## config.mk

```make
export PLATFORM = sky130hd
export DESIGN_NAME = mem_port_arbiter
export DESIGN_NICKNAME = d
export VERILOG_FILES = /design/src/rtl/mem_arb_pkg.sv /design/src/rtl/mem_lat_counter.sv /design/src/rtl/mem_port_arbiter.sv
export SDC_FILE = /design/constraint.sdc
export NUM_CORES = 1
export LEC_CHECK = 0
export BUFFER_PORTS_ARGS = -buffer_cell sky130_fd_sc_hd__buf_2
export CAP_MARGIN = 20
export CELL_PAD_IN_SITES_DETAIL_PLACEMENT = 1
export CELL_PAD_IN_SITES_GLOBAL_PLACEMENT = 2
export CORE_ASPECT_RATIO = 1.4
export CORE_UTILIZATION = 31
export DETAILED_ROUTE_END_ITERATION = 16
export GPL_ROUTABILITY_DRIVEN = 0
export PLACE_DENSITY = 0.84
export RECOVER_POWER = 25
export SLEW_MARGIN = 10
export SYNTH_ARGS = -nofsm -noshare
export SYNTH_HDL_FRONTEND = slang
export SYNTH_HIERARCHICAL = 1
export SYNTH_SLANG_ARGS = --single-unit
```

## constraint.sdc

```tcl
create_clock -name clk -period 5 [get_ports clk]
set_clock_uncertainty 0.1 [all_clocks]
set_input_delay 1 -clock clk [delete_from_list [all_inputs] [get_ports clk]]
set_output_delay 1 -clock clk [all_outputs]
set_load 0.03 [all_outputs]
```

## src/rtl/mem_arb_pkg.sv

```systemverilog
// Shared encodings and helpers for the memory port arbiter and its latency counter.
package mem_arb_pkg;

    typedef enum logic [1:0] {
        IDLE   = 2'd0,
        ACCESS = 2'd1,
        DONE   = 2'd2
    } arb_state_e;

    typedef enum logic {
        OWN_IF = 1'b0,
        OWN_D  = 1'b1
    } owner_e;

    localparam logic MEM_RW_WRITE = 1'b1;
    localparam logic MEM_RW_READ  = 1'b0;
    localparam logic SIZE_WORD    = 1'b1;
    localparam int   CNT_W        = 4;

    // Word returned to the requester: stores report 0, byte loads are zero-extended.
    function automatic logic [31:0] fmt_rdata(input logic rw, input logic size,
                                              input logic [31:0] raw);
        if (rw == MEM_RW_WRITE) begin
            return 32'h0;
        end
        if (size == SIZE_WORD) begin
            return raw;
        end
        return {24'h0, raw[7:0]};
    endfunction

endpackage

```

## src/rtl/mem_lat_counter.sv

```systemverilog
// Loadable down-counter with zero flag, used to time the fixed-latency memory access.
module mem_lat_counter
    import mem_arb_pkg::*;
(
    input  logic             clk,
    input  logic             rst_n,
    input  logic             load_i,
    input  logic [CNT_W-1:0] load_val_i,
    input  logic             dec_i,
    output logic             zero_o
);

    logic [CNT_W-1:0] cnt_q;
    logic [CNT_W-1:0] cnt_d;

    always_comb begin
        cnt_d = cnt_q;
        if (load_i) begin
            cnt_d = load_val_i;
        end else if (dec_i && (cnt_q != '0)) begin
            cnt_d = cnt_q - 1'b1;
        end
    end

    always_ff @(posedge clk or negedge rst_n) begin
        if (!rst_n) begin
            cnt_q <= '0;
        end else begin
            cnt_q <= cnt_d;
        end
    end

    assign zero_o = (cnt_q == '0);

endmodule

```

## src/rtl/mem_port_arbiter.sv

```systemverilog
// Shares one single-port memory between instruction fetch and the data port.
// Build option: ARB_ROUND_ROBIN_EN switches fixed D>IF priority to alternating priority.
module mem_port_arbiter
    import mem_arb_pkg::*;
#(
    parameter int ADDR_W      = 32,
    parameter int MEM_LATENCY = 2
) (
    input  logic              clk,
    input  logic              rst_n,
    input  logic              if_req,
    input  logic [ADDR_W-1:0] if_addr,
    output logic              if_gnt,
    output logic              if_rvalid,
    output logic [31:0]       if_rdata,
    input  logic              d_req,
    input  logic              d_we,
    input  logic              d_size,
    input  logic [ADDR_W-1:0] d_addr,
    input  logic [31:0]       d_wdata,
    output logic              d_gnt,
    output logic              d_rvalid,
    output logic [31:0]       d_rdata,
    output logic              mem_en,
    output logic              mem_rw,
    output logic              mem_size,
    output logic [ADDR_W-1:0] mem_addr,
    output logic [31:0]       mem_wdata,
    input  logic [31:0]       mem_rdata,
    output logic              busy
);

    localparam logic [CNT_W-1:0] LAT_LOAD = CNT_W'(MEM_LATENCY - 1);

    arb_state_e        state_q, state_d;
    owner_e            owner_q, owner_d;
    logic              rw_q, rw_d;
    logic              size_q, size_d;
    logic [ADDR_W-1:0] addr_q, addr_d;
    logic [31:0]       wdata_q, wdata_d;
    logic [31:0]       if_rdata_q, if_rdata_d;
    logic [31:0]       d_rdata_q, d_rdata_d;
    logic              gnt_d, gnt_if;
    logic              cnt_load, cnt_dec, cnt_zero;

`ifdef ARB_ROUND_ROBIN_EN
    logic last_was_d_q, last_was_d_d;
`endif

    // Grants are only offered while no access is in flight; reset forces them low.
    always_comb begin
        gnt_d  = 1'b0;
        gnt_if = 1'b0;
        if (rst_n && (state_q == IDLE || state_q == DONE)) begin
`ifdef ARB_ROUND_ROBIN_EN
            if (d_req && !(if_req && last_was_d_q)) begin
                gnt_d = 1'b1;
            end else if (if_req) begin
                gnt_if = 1'b1;
            end
`else
            if (d_req) begin
                gnt_d = 1'b1;
            end else if (if_req) begin
                gnt_if = 1'b1;
            end
`endif
        end
    end

`ifdef ARB_ROUND_ROBIN_EN
    always_comb begin
        last_was_d_d = last_was_d_q;
        if (gnt_d) begin
            last_was_d_d = 1'b1;
        end else if (gnt_if) begin
            last_was_d_d = 1'b0;
        end
    end

    always_ff @(posedge clk or negedge rst_n) begin
        if (!rst_n) begin
            last_was_d_q <= 1'b0;
        end else begin
            last_was_d_q <= last_was_d_d;
        end
    end
`endif

    always_comb begin
        state_d    = state_q;
        owner_d    = owner_q;
        rw_d       = rw_q;
        size_d     = size_q;
        addr_d     = addr_q;
        wdata_d    = wdata_q;
        if_rdata_d = if_rdata_q;
        d_rdata_d  = d_rdata_q;
        cnt_load   = 1'b0;
        cnt_dec    = 1'b0;
        case (state_q)
            IDLE, DONE: begin
                if (gnt_d || gnt_if) begin
                    state_d  = ACCESS;
                    cnt_load = 1'b1;
                    owner_d  = gnt_d ? OWN_D : OWN_IF;
                    rw_d     = gnt_d ? d_we : MEM_RW_READ;
                    size_d   = gnt_d ? d_size : SIZE_WORD;
                    addr_d   = gnt_d ? d_addr : if_addr;
                    wdata_d  = gnt_d ? d_wdata : 32'h0;
                end else begin
                    state_d = IDLE;
                end
            end
            ACCESS: begin
                // mem_rdata is only guaranteed in the final access cycle.
                if (cnt_zero) begin
                    state_d = DONE;
                    if (owner_q == OWN_D) begin
                        d_rdata_d = fmt_rdata(rw_q, size_q, mem_rdata);
                    end else begin
                        if_rdata_d = mem_rdata;
                    end
                end else begin
                    cnt_dec = 1'b1;
                end
            end
            default: begin
                state_d = IDLE;
            end
        endcase
    end

    always_ff @(posedge clk or negedge rst_n) begin
        if (!rst_n) begin
            state_q    <= IDLE;
            owner_q    <= OWN_IF;
            rw_q       <= 1'b0;
            size_q     <= 1'b0;
            addr_q     <= '0;
            wdata_q    <= 32'h0;
            if_rdata_q <= 32'h0;
            d_rdata_q  <= 32'h0;
        end else begin
            state_q    <= state_d;
            owner_q    <= owner_d;
            rw_q       <= rw_d;
            size_q     <= size_d;
            addr_q     <= addr_d;
            wdata_q    <= wdata_d;
            if_rdata_q <= if_rdata_d;
            d_rdata_q  <= d_rdata_d;
        end
    end

    mem_lat_counter u_lat_cnt (
        .clk        (clk),
        .rst_n      (rst_n),
        .load_i     (cnt_load),
        .load_val_i (LAT_LOAD),
        .dec_i      (cnt_dec),
        .zero_o     (cnt_zero)
    );

    assign if_gnt    = gnt_if;
    assign d_gnt     = gnt_d;
    assign mem_en    = (state_q == ACCESS);
    assign busy      = (state_q == ACCESS);
    assign mem_rw    = rw_q;
    assign mem_size  = size_q;
    assign mem_addr  = addr_q;
    assign mem_wdata = wdata_q;
    assign if_rvalid = (state_q == DONE) && (owner_q == OWN_IF);
    assign d_rvalid  = (state_q == DONE) && (owner_q == OWN_D);
    assign if_rdata  = if_rdata_q;
    assign d_rdata   = d_rdata_q;

endmodule

```

==> impl_results.md <==
- Status: completed
- Most area-hungry cell type in the Yosys netlist: dfrtp_1
- Max cap viols: 0
- Final instance area: 7860 um^2
- DRC Markers: 0
- Ys async rst share: 100%
- Area growth from synthesis to layout: 35.5%
- Hold Worst Slack: 0.375 ns
- Detailed Routing Iterations Pass 1: 4
- CP max-delay cell: buf_6
- First-pass GRT wire length: 26,300 um
- Largest net degree at the start of global routing: 78
- Top-area cell type share of the netlist area: 59.1%
- Core box area: 18,100 um^2
- Commonest non-fill, non-tap cells in the layout: buf_2 (227), dfrtp_1 (137), mux2_2 (65)
- Leakage: 3.94 nW
- Number of global-route vias before repair: 4,802
- Register area share after synthesis: 59.1%
- Unique masters post-synth: 39
- Clk Latency, worst-skew pair: 0.41 ns
- Clock tree sinks: 137
- Hold buffer count at CTS: 0
- Fin worst setup slack: 1.68 ns
- Port bufs: 269
- Max Transition Viols Final: 0
- Layout cells sized above 1: 51.4%
- TritonCTS clock tree: done
- CTS root buf: clkbuf_16
- Crit-path max cell delay: 0.43 ns
- ANT nets after route: 0
- Worst path buffer plus inverter count: 2
- Total global-route track usage: 17.7%
- Number of synthesized register bits: 137
- Post-DP Area: 7330 um^2
- Placed Cells: 921
- DR vias: 4,390
- Post-DR vias/cell: 4.61
- Setup TNS Final: 0 ns
- Die height: 164 um
- Num CTS Buffers: 17
- Cell Chain, Critical Path: buf_6 -> nor2b_2 -> nand2_1 -> nor2_1 -> buf_2
- Crit path DAT: 2.22 ns
- Initial DRC count: 193
- Worst slack at placement: 1.44 ns
- Setup Crit Path Kind: input port to output pin
- Number of synthesized flops with an enable pin: 0
- Final Instance Count excl. Fillers: 952
- Hold Vio Cnt, Final: 0
- DR WL/cell: 17.3 um
- Mapped Avg Cell Area: 13.3 um^2
- Clock Pin Slew Worst Setup and Hold Paths: 0.06 ns
- Post-synthesis instance total: 435
- Antenna violations before repair: 0
- Pwr dens: 765 nW/um^2
- Synth Cell Area: 5800 um^2
- Area contributors post-synth: dfrtp_1 (59%), mux2_2 (13%), mux2_4 (7.8%)
- Worst-Margin Slew: 1.10 ns
- Fin nets: 836
- Overall power: 6.02 mW
- HP Class: register to register
- Commonest non-fill, non-tap cell in the layout: buf_2
- PostCTS Resize Cnt: 0
- Site row count: 58
- Crit-path max FO: 62
- Top_reg_cell synth: dfrtp_1
- Final Util: 43.3%
- Die area: 19,300 um^2
- H-tree level count: 4
- Routed wire length: 16,500 um
- CP required: 3.90 ns
- Ant diodes: 0
- Die Wd: 118 um
- IR drop worst, VDD: 0.261 mV
- Setup repair bufs after CTS: 0
- Initial Util: 32.0%
- Number of synthesis warnings: 6
- Dpl hpwl: 12,100 um
- Total grt overflow: 0
- Fmax: 302 MHz
- Clock period minus worst slack: 3.32 ns
- I/O pins: 270
- CP top delay family: buffers and inverters
- Startpoint Class: input port
- RSZ-0062 raised after global routing: false
- Relative slew margins: 26.8%
- Setup violators final: 0
- Period Utilization, post-route: 66.3%
- Clk buf depth: 2
- Crit. End Element: output pin
==> cell usage after synthesis, types with 2 or more instances <==
| cell type | number |
|---|---|
| inv_1 | 5 |
| o21ai_0 | 33 |
| a22o_1 | 33 |
| buf_2 | 10 |
| clkbuf_1 | 11 |
| mux2_2 | 65 |
| o21ai_1 | 2 |
| nand2b_1 | 9 |
| and3b_1 | 2 |
| buf_6 | 5 |
| mux2_4 | 30 |
| nor2_1 | 2 |
| nor3_1 | 2 |
| conb_1 | 2 |
| dfrtp_1 | 137 |
| buf_4 | 4 |
| nor3b_1 | 2 |
| nand2_1 | 60 |
==> routing by layer <==
metal	GRT usage (%)	vias up	share of wire, %
met4	7.23	0	2.0
met1	21.4	2108	41
met5	0	-	0
met2	28.6	221	48
li1	-	2045	-
met3	6.28	16	8.5
==> flip-flops by register name, summed over array words and instances (netlist names) <==
name	flops
mem_wdata	32
owner_q	1
u_lat_cnt/cnt_q	4
mem_rw	1
if_rdata	32
mem_size	1
mem_addr	32
d_rdata	32
state_q	2
==> kinds of logic after synthesis <==
kind of cell | count (synthesis) | synth area share [%]
buffers and inverters | 36 | 3.45
flip-flops | 137 | 59.1
other | 2 | 0.129
adder cells (fa/ha/maj) | 1 | 0.216
AND/OR/NAND/NOR | 87 | 7.26
AO/OA/AOI/OAI | 76 | 9.31
multiplexers | 96 | 20.6
==> tightest hold or removal path: stages, from the launching register on <==
cell	delay (ns)
dfrtp_1	0.34
nand2_1	0.04
o21ai_0	0.06
==> final timing paths <==
kind / cells past startpoint / endpoint / slack [ns] / start
min: 2 / d_rdata[2] / 0.37 / d_rdata[2]
min reg2reg: 2 / d_rdata[2] / 0.37 / d_rdata[2]
max reg2reg: 6 / if_rdata[0] / 1.78 / u_lat_cnt/cnt_q[0]
max: 5 / if_gnt / 1.68 / rst_n
min in group asynchronous: 1 / d_rdata[11] / 0.45 / rst_n
max in group asynchronous: 2 / mem_addr[29] / 2.95 / rst_n
==> area by class of cell <==
cell class | count | area (um^2)
clock inverters | 11 | 124
repair buffers | 275 | 1350
well taps | 240 | 300
fillers | 2039 | 10300
multi-input cells | 264 | 2180
inverters | 6 | 22.5
clock buffers | 19 | 453
flip-flops and latches | 137 | 3430
==> power breakdown <==
group / leakage, nW / switching [mW] / internal, mW
combinational: 1.98 / 1.84 / 0.950
clock: 0.277 / 0.470 / 0.755
sequential: 1.68 / 0.343 / 1.66
No activity file was read; power rests on OpenSTA's default activity.
